**src/rtl/snake_game_ctrl.sv**
```systemverilog
// Game-level sequencer for the snake core: IDLE/PLAY/OVER flow, tick gating,
// wall and serial self-collision checks after each step, saturating score.
module snake_game_ctrl #(
    parameter int CELL    = 10,
    parameter int GRID_W  = 64,
    parameter int GRID_H  = 48,
    parameter int MAX_LEN = 33,
    parameter int SCORE_W = 8
) (
    input  logic                     clk_pix,
    input  logic                     reset_n,
    input  logic                     tick_in,
    input  logic                     start_n,
    input  logic                     eat_evt,
    input  logic [9:0]               head_x,
    input  logic [8:0]               head_y,
    input  logic [7:0]               length,
    input  logic [MAX_LEN*10-1:0]    body_bus_x,
    input  logic [MAX_LEN*9-1:0]     body_bus_y,
    output logic                     tick_out,
    output logic                     core_rst_n,
    output logic [2:0]               state,
    output logic [SCORE_W-1:0]       score,
    output logic                     game_over
);

    // state  | meaning
    // IDLE   | core held in soft reset, waiting for a press
    // PLAY   | core running, waiting for the next step tick
    // SETTLE | one cycle for the core to update head and body bus
    // CHECK  | wall test on the first cycle, then one body segment per cycle
    // OVER   | collision seen, core frozen, score held until a press
    localparam logic [2:0] S_IDLE   = 3'd0;
    localparam logic [2:0] S_PLAY   = 3'd1;
    localparam logic [2:0] S_SETTLE = 3'd2;
    localparam logic [2:0] S_CHECK  = 3'd3;
    localparam logic [2:0] S_OVER   = 3'd4;

    localparam int K_W = $clog2(MAX_LEN);

    localparam logic [9:0]         X_LO      = 10'(CELL);
    localparam logic [9:0]         X_HI      = 10'((GRID_W - 2) * CELL);
    localparam logic [9:0]         Y_LO      = 10'(CELL);
    localparam logic [9:0]         Y_HI      = 10'((GRID_H - 2) * CELL);
    localparam logic [K_W-1:0]     K_LAST    = K_W'(MAX_LEN - 1);
    localparam logic [SCORE_W-1:0] SCORE_MAX = {SCORE_W{1'b1}};

    logic [2:0]         r_state;
    logic [2:0]         w_state_nxt;
    logic               r_start_s1;
    logic               r_start_s2;
    logic               r_start_d;
    logic               r_tick_out;
    logic [K_W-1:0]     r_k;
    logic [SCORE_W-1:0] r_score;

    logic               w_press;
    logic               w_in_play;
    logic [9:0]         w_seg_x;
    logic [8:0]         w_seg_y;
    logic [9:0]         w_head_y10;
    logic [7:0]         w_k8;
    logic               w_wall_hit;
    logic               w_self_hit;
    logic               w_scan_done;

    assign w_press    = r_start_d & ~r_start_s2;
    assign w_in_play  = (r_state == S_PLAY) || (r_state == S_SETTLE) || (r_state == S_CHECK);
    assign w_head_y10 = {1'b0, head_y};
    assign w_k8       = 8'(r_k);

    always_comb begin
        w_seg_x = '0;
        w_seg_y = '0;
        for (int i = 0; i < MAX_LEN; i++) begin
            if (r_k == K_W'(i)) begin
                w_seg_x = body_bus_x[(MAX_LEN - i) * 10 - 1 -: 10];
                w_seg_y = body_bus_y[(MAX_LEN - i) * 9 - 1 -: 9];
            end
        end
    end

    // Wall test only on the first CHECK cycle (k still 1); head is stable for the whole scan.
    assign w_wall_hit  = (r_k == K_W'(1)) &&
                         ((head_x < X_LO) || (head_x > X_HI) ||
                          (w_head_y10 < Y_LO) || (w_head_y10 > Y_HI));
    // Tail segment (k = length-1) is excluded: it vacates the cell this step.
    assign w_self_hit  = (r_k != '0) && ((w_k8 + 8'd1) < length) &&
                         (w_seg_x == head_x) && ({1'b0, w_seg_y} == w_head_y10);
    assign w_scan_done = ((w_k8 + 8'd1) >= length) || (r_k == K_LAST);

    always_ff @(posedge clk_pix or negedge reset_n) begin
        if (!reset_n) begin
            r_state <= S_IDLE;
        end else begin
            r_state <= w_state_nxt;
        end
    end

    always_comb begin
        w_state_nxt = r_state;
        case (r_state)
            S_IDLE:   if (w_press) w_state_nxt = S_PLAY;
            S_PLAY:   if (tick_in) w_state_nxt = S_SETTLE;
            S_SETTLE: w_state_nxt = S_CHECK;
            S_CHECK: begin
                if (w_wall_hit || w_self_hit) begin
                    w_state_nxt = S_OVER;
                end else if (w_scan_done) begin
                    w_state_nxt = S_PLAY;
                end
            end
            S_OVER:   if (w_press) w_state_nxt = S_IDLE;
            default:  w_state_nxt = S_IDLE;
        endcase
    end

    always_comb begin
        core_rst_n = 1'b0;
        game_over  = 1'b0;
        case (r_state)
            S_PLAY, S_SETTLE, S_CHECK: core_rst_n = 1'b1;
            S_OVER: begin
                core_rst_n = 1'b1;
                game_over  = 1'b1;
            end
            default: ;
        endcase
    end

    assign tick_out = r_tick_out;
    assign state    = r_state;
    assign score    = r_score;

    always_ff @(posedge clk_pix or negedge reset_n) begin
        if (!reset_n) begin
            r_start_s1 <= 1'b1;
            r_start_s2 <= 1'b1;
            r_start_d  <= 1'b1;
            r_tick_out <= 1'b0;
            r_k        <= '0;
            r_score    <= '0;
        end else begin
            r_start_s1 <= start_n;
            r_start_s2 <= r_start_s1;
            r_start_d  <= r_start_s2;
            r_tick_out <= (r_state == S_PLAY) && tick_in;

            if (r_state == S_SETTLE) begin
                r_k <= K_W'(1);
            end else if ((r_state == S_CHECK) && !w_wall_hit && !w_self_hit && !w_scan_done) begin
                r_k <= r_k + K_W'(1);
            end

            if ((r_state == S_IDLE) && w_press) begin
                r_score <= '0;
            end else if (eat_evt && w_in_play && (r_score != SCORE_MAX)) begin
                r_score <= r_score + SCORE_W'(1);
            end
        end
    end

endmodule
```
**config.mk**
```make
export PLATFORM = sky130hd
export DESIGN_NAME = snake_game_ctrl
export DESIGN_NICKNAME = d
export VERILOG_FILES = /design/src/rtl/snake_game_ctrl.sv
export SDC_FILE = /design/constraint.sdc
export NUM_CORES = 1
export LEC_CHECK = 0
export ABC_CLOCK_PERIOD_IN_PS = 7800
export CELL_PAD_IN_SITES_DETAIL_PLACEMENT = 0
export CELL_PAD_IN_SITES_GLOBAL_PLACEMENT = 1
export CORE_AREA = 2 2 263 265
export CTS_BUF_LIST = sky130_fd_sc_hd__clkbuf_4
export DETAILED_ROUTE_END_ITERATION = 8
export DIE_AREA = 0 0 265 267
export GPL_TIMING_DRIVEN = 0
export PLACE_DENSITY_LB_ADDON = 0.1
export RECOVER_POWER = 25
export REMOVE_ABC_BUFFERS = 1
export SLEW_MARGIN = 20
export SYNTH_ARGS = -nofsm -noshare
export SYNTH_HDL_FRONTEND = slang
export SYNTH_SLANG_ARGS = --single-unit
```
**constraint.sdc**
```tcl
create_clock -name clk_pix -period 7.8 [get_ports clk_pix]
set_input_delay 1.56 -clock clk_pix [delete_from_list [all_inputs] [get_ports clk_pix]]
set_output_delay 1.56 -clock clk_pix [all_outputs]
set_load 0.05 [all_outputs]
```
Word-level counts from Yosys, hierarchy flattened

Cells that the tools add are included.
W data, S select, Z words.

Flip-flop bits (word level): 21
Latch bits: 0
RAM bits: 0
Memory bits (read-only): 0
Input port bits: 659
Output and inout port bits: 14
Logic and storage cells: 167
Memories kept: 0

Add/subtract/negate cells: 3
Multipliers: 0
Div/mod/pow operators: 0
Order comparisons: 6
Equal/unequal tests: 43
Shift operators: 0
Muxes and demuxes: 78
Bitwise logic cells: 2
Reductions and logical operators: 28

Operator list:

| operator               | count |
|---|---|
| $mux W10               | 33 |
| $mux W9                | 33 |
| $eq A6 B5 Y1 const B   | 16 |
| $eq A6 B4 Y1 const B   | 8 |
| $eq A6 B3 Y1 const B   | 4 |
| $mux W8                | 2 |
| $mux W3                | 5 |
| $pmux W3 S5            | 1 |
| $eq A6 B2 Y1 const B   | 2 |
| $mux W6                | 2 |
| $logic_and A1 B1 Y1    | 11 |
| $eq A10 B10 Y1         | 1 |
| $gt A10 B10 Y1 const B | 1 |
| $lt A10 B4 Y1 const B  | 1 |
| $eq A9 B9 Y1           | 1 |
| $gt A9 B9 Y1 const B   | 1 |
| $lt A9 B4 Y1 const B   | 1 |
| $add A8 B1 Y8 const B  | 1 |
| $ge A7 B8 Y1           | 1 |
| $lt A8 B8 Y1           | 1 |
| $ne A8 B8 Y1 const B   | 1 |
| $add A6 B1 Y7 const B  | 1 |
| $logic_or A1 B1 Y1     | 7 |
| $add A6 B1 Y6 const B  | 1 |
| 17 further kinds       | 24 |

Depth between registers and ports, before layout

Gate-level depths: netlist of the first run.

Word-level depth: 42
Depth in mapped cells: 18
Mapped depth without buffers: 15

Worst setup path after synthesis of the first run

Ideal clock, no wire load.

Path kind: input to register
Start point: input body_bus_x[24]
End point: register r_k[1]
Library setup time: 0.127 ns
Arrival: 4.754 ns
Required time: 7.673 ns
Setup slack: 2.918 ns
Stages on the path: 11
Path buffers: 0
Path through: or3_1 > a32o_1 > a221oi_2 > nor2_1 > a2111oi_2 > o2111ai_1 > a2111o_1 > or4_1 > or4_4 > nand3_2 > mux2_1

Longest elaborated chain between the ends: 10

Ends and longest elaborated chain:

| element                           | line | source |
|---|---|---|
| start, declared                   | 18   | `input logic [MAX_LEN*10-1:0] body_bus_x,` |
| $mux W10 (3 in series)            | 76   | `if (r_k == K_W'(i)) begin` |
| $eq A10 B10 Y1                    | 89   | `(w_seg_x == head_x) && ({1'b0, w_seg_y} == w_head_y10);` |
| $logic_and A1 B1 Y1               | 88   | `assign w_self_hit = (r_k != '0) && ((w_k8 + 8'd1) < length) &&` |
| $logic_and A1 B1 Y1               | 89   |  |
| $logic_not A1 Y1                  | 151  | `end else if ((r_state == S_CHECK) && !w_wall_hit && !w_self_hit && !w_scan_done) begin` |
| $logic_and A1 B1 Y1 (2 in series) | 151  |  |
| $reduce_bool A2 Y1 (no line)      | n/a  |  |
| end signal, assigned              | 152  | `r_k <= r_k + K_W'(1);` |
| end, declared                     | 54   | `logic [K_W-1:0] r_k;` |

No other way between the ends.
A chain may end at the register's enable or synchronous reset.

Worst setup path in the final report of the first run

Start point: register r_k[2]
End point: register r_k[3]

Longest elaborated chain between the ends: 41
Elaborated cells between the ends (all ways): 120
Those cells by class: 2 x add/sub; 2 x order compare; 34 x eq/ne; 68 x mux; 14 x reduce/logical

Ends and longest elaborated chain:

| element                           | line |
|---|---|
| $logic_not A6 Y1                  | 76 |
| $mux W10 (33 in series)           | 76 |
| $eq A10 B10 Y1                    | 89 |
| $logic_and A1 B1 Y1               | 88 |
| $logic_and A1 B1 Y1               | 89 |
| $logic_not A1 Y1                  | 151 |
| $logic_and A1 B1 Y1 (2 in series) | 151 |
| $reduce_bool A2 Y1 (no line)      | n/a |

Several ways; a longest one is shown, not always the timed one. The select of a mux whose other input is x is not followed.

==> flow_metrics.env, run 1 <==
export IMPL_synth_fa_ha_area_frac=0.0161
export IMPL_drt_wl_total_mm=117
export IMPL_synth_seq_cells=21
export IMPL_crit_path_start_kind="register"
export IMPL_whs_ns=0.364
export IMPL_synth_seq_area_share=0.0569
export IMPL_grt_max_degree=46
export IMPL_place_hpwl_mm=96.2
export IMPL_synth_top_family_by_area="compound AO/OA/AOI/OAI gates"
export IMPL_io_buffers=672
export IMPL_post_cts_buffers=0
export IMPL_setup_viol=0
export IMPL_num_fill_cells=7562
export IMPL_arrival_ns=7.51
export IMPL_holdPathStages=0
export IMPL_path_max_fanout=45
export IMPL_peakVddDrop_mv=0.144
export IMPL_rr_worst_depth=13
export IMPL_fin_crit_sh=0.932
export IMPL_wire_per_inst_um=40.7
export IMPL_yosysTopAreaCell="a221oi_1"
export IMPL_ys_async_sr_fraction=1.00
export IMPL_nets=2644
export IMPL_clock_sinks=21
export IMPL_drc=0
export IMPL_insertion_delay_ns=0.31
export IMPL_postSynthCellCount=1384
export IMPL_slew_limit_headroom=0.161
export IMPL_slew_violations=0
export IMPL_ff_latch_area_um2=537
export IMPL_first_pass_iters=7
export IMPL_track_usage=0.316
export IMPL_synth_area_mux_share=0.0179
export IMPL_grt_pass1_wl_mm=154
export IMPL_min_period_ns=7.27
export IMPL_layout_drive_gt1_share=0.0624
export IMPL_synth_edff_count=0
export IMPL_die_x_um=265
export IMPL_post_route_util=0.255
export IMPL_path_class="register to register"
export IMPL_start_util=0.137
export IMPL_synthSimpleGateAreaFrac=0.314
export IMPL_clk_path_buf_depth=2
export IMPL_top_usage_layer="met2"
export IMPL_setup_tns_ns=0
export IMPL_synth_area_um2=9300
export IMPL_hp_class="register to register"
export IMPL_gp_congestion=0.925
export IMPL_placed_area_um2=17200
export IMPL_ys_warn_count=0
export IMPL_power_density_nw_per_um2=251
export IMPL_synth_compound_area_frac=0.518
export IMPL_htreeDepth=1
export IMPL_max_freq_ghz=0.138
export IMPL_synth_area_leaders="a221oi_1, nor2_1, dfrtp_1"
export IMPL_antenna_found_initial=38
export IMPL_num_rows=96
export IMPL_ant_nets=0
export IMPL_clkSlewWorstSetupHoldPaths_ns=0.14
export IMPL_yosysTopAreaCellShare=0.0593
export IMPL_num_vias=16300
export IMPL_post_cts_resized=0
export IMPL_syn_to_final_growth_pct=86.2
export IMPL_worst_slew_pin_slew_ns=1.25
export IMPL_layout_commonest_cell="clkdlybuf4s50_1"
export IMPL_grt_ovfl_total=0
export IMPL_critical_path_required_ns=8.04
export IMPL_met3_usage=0.0598
export IMPL_syn_avg_cell_area_um2=6.72
export IMPL_cts_root_buf="clkbuf_4"
export IMPL_yosysUniqueCellTypes=102
export IMPL_synth_top_flop_cell="dfrtp_1"
export IMPL_rsz0062_at_grt="no"
export IMPL_drt_initial_drc_count=1458
export IMPL_cp_end_kind="register"
export IMPL_numCtsBuffers=3
export IMPL_maxCapViolations=0
export IMPL_cts_tree="done"
export IMPL_fin_skew_ns=0.0199
export IMPL_status="completed"
export IMPL_die_area_um2=70800
export IMPL_setup_ws_ns=0.534
export IMPL_design_area_um2=17300
export IMPL_dpl_worst_slack_ns=0.737
export IMPL_grt_use_met2=0.546
export IMPL_grt_met1_usage=0.401
export IMPL_pin_count=673
export IMPL_core_um2=68000
export IMPL_layout_common_cells="clkdlybuf4s50_1, nand2_1, nor2_1"
export IMPL_multi_input_area_um2=8340
export IMPL_synth_xor_area_share=0.0122
export IMPL_viasPerCell=5.67
export IMPL_hold_violations=0
export IMPL_power_leakage_nw=5.86
export IMPL_grt_pass1_vias=16600
export IMPL_die_y_um=267
export IMPL_holdBufCountCts=0
per-stage QoR:
step	std cells	total power [mW]
6_report	2875	4.35
3_5_place_dp	2850	4.22
5_1_grt	2869	4.47
2_1_floorplan	1268	1.87
4_1_cts	2854	4.29
3_3_place_gp	2822	4.01
cells in the mapped netlist (10+ instances only):
cell / n
nor2_1: 132
nand2_1: 115
a21oi_1: 84
o21ai_0: 65
a221oi_1: 63
clkbuf_1: 58
o22ai_1: 54
nand3_1: 49
buf_2: 42
nor3_1: 41
o221ai_1: 41
a22oi_1: 34
and3_1: 34
a211oi_1: 30
o211ai_1: 26
or3_1: 26
nand4_1: 22
inv_1: 20
dfrtp_1: 18
nor2b_1: 17
a31oi_1: 15
nor4_1: 15
a2111oi_0: 14
a221o_1: 14
nand2b_1: 14
nand3b_1: 14
o2111ai_1: 14
a211o_1: 13
a22o_1: 13
a32oi_1: 13
ha_1: 12
mux2i_1: 11
o21a_1: 11
o22a_1: 11
a32o_1: 10
o21bai_1: 10
o221a_2: 10
layer usage:
metal | wire, µm | share of wire
met5 | 201 | 0.0017
met4 | 3000 | 0.026
met3 | 8750 | 0.075
met2 | 56400 | 0.48
met1 | 48700 | 0.42
cells by family after synthesis:
group,count (synthesis)
compound gates,640
flops,21
fa+ha+maj,12
buf+inv,137
simple gates,545
xor+xnor,13
mux,16
layout make-up:
type	instances	area share
Clock buffer	4	0.00173
Tap cell	882	0.0637
Multi-Input combinational cell	1226	0.482
Antenna cell	21	0.00303
Timing Repair Buffer	700	0.414
Sequential cell	21	0.0310
Inverter	21	0.00462
critical path, cell delays in order, from the launching register on:
cell	delay [ns]
dfrtp_4	0.89
buf_16	0.31
nand2_1	0.68
nor2_1	1.00
a221oi_1	0.13
o22a_1	0.31
a2111oi_0	0.92
o21ai_0	0.64
mux2_2	0.38
nand4_1	0.10
or4_1	0.61
nor4_1	0.73
or3_1	0.22
mux2i_1	0.20
state kept, by name, indices dropped and copies added (netlist names):
name,cells
r_k,6
r_start_d,1
r_start_s1,1
r_start_s2,1
score,8
state,3
tick_out,1
power by group:
group / total [mW] / internal, mW / switching (mW)
clock network: 0.0591 / 0.0234 / 0.0357
registers: 0.247 / 0.144 / 0.103
logic: 4.04 / 1.33 / 2.71
total: 4.35 / 1.50 / 2.85
final timing paths:
kind                                            from                    to  slack (ns)
max in group asynchronous                    reset_n    r_k[2]$_DFFE_PN0P_        5.43
worst min register to register  r_start_s1$_DFF_PN1_  r_start_s2$_DFF_PN1_        0.36
worst max register to register    r_k[2]$_DFFE_PN0P_    r_k[3]$_DFFE_PN0P_        0.53
worst min-delay path            r_start_s1$_DFF_PN1_  r_start_s2$_DFF_PN1_        0.36
min in group asynchronous                    reset_n    tick_out$_DFF_PN0_        1.47
worst max-delay path              r_k[2]$_DFFE_PN0P_    r_k[3]$_DFFE_PN0P_        0.53
No activity file was read; power rests on OpenSTA's default activity.
==> run 2, diff against run 1 <==
--- a/config.mk
+++ b/config.mk
@@ -10,6 +10,7 @@
 export CELL_PAD_IN_SITES_GLOBAL_PLACEMENT = 1
 export CORE_AREA = 2 2 263 265
 export CTS_BUF_LIST = sky130_fd_sc_hd__clkbuf_4
+export CTS_CLUSTER_SIZE = 12
 export DETAILED_ROUTE_END_ITERATION = 8
 export DIE_AREA = 0 0 265 267
 export GPL_TIMING_DRIVEN = 0
==> results of run 2 <==
No change in the layout: final DEF, timing and power equal those of run 1.
==> run 3, diff against run 2 <==
==> constraint.sdc (replaced) <==
create_clock -name clk_pix -period 7.8 [get_ports clk_pix]
set_input_delay 2.34 -clock clk_pix [delete_from_list [all_inputs] [get_ports clk_pix]]
set_output_delay 2.34 -clock clk_pix [all_outputs]
set_load 0.05 [all_outputs]
==> results of run 3 <==
The final DEF is identical to that of run 1. Status: completed.
Main changes from that run: setup slack after placement 0.737 ns -> 0.665 ns
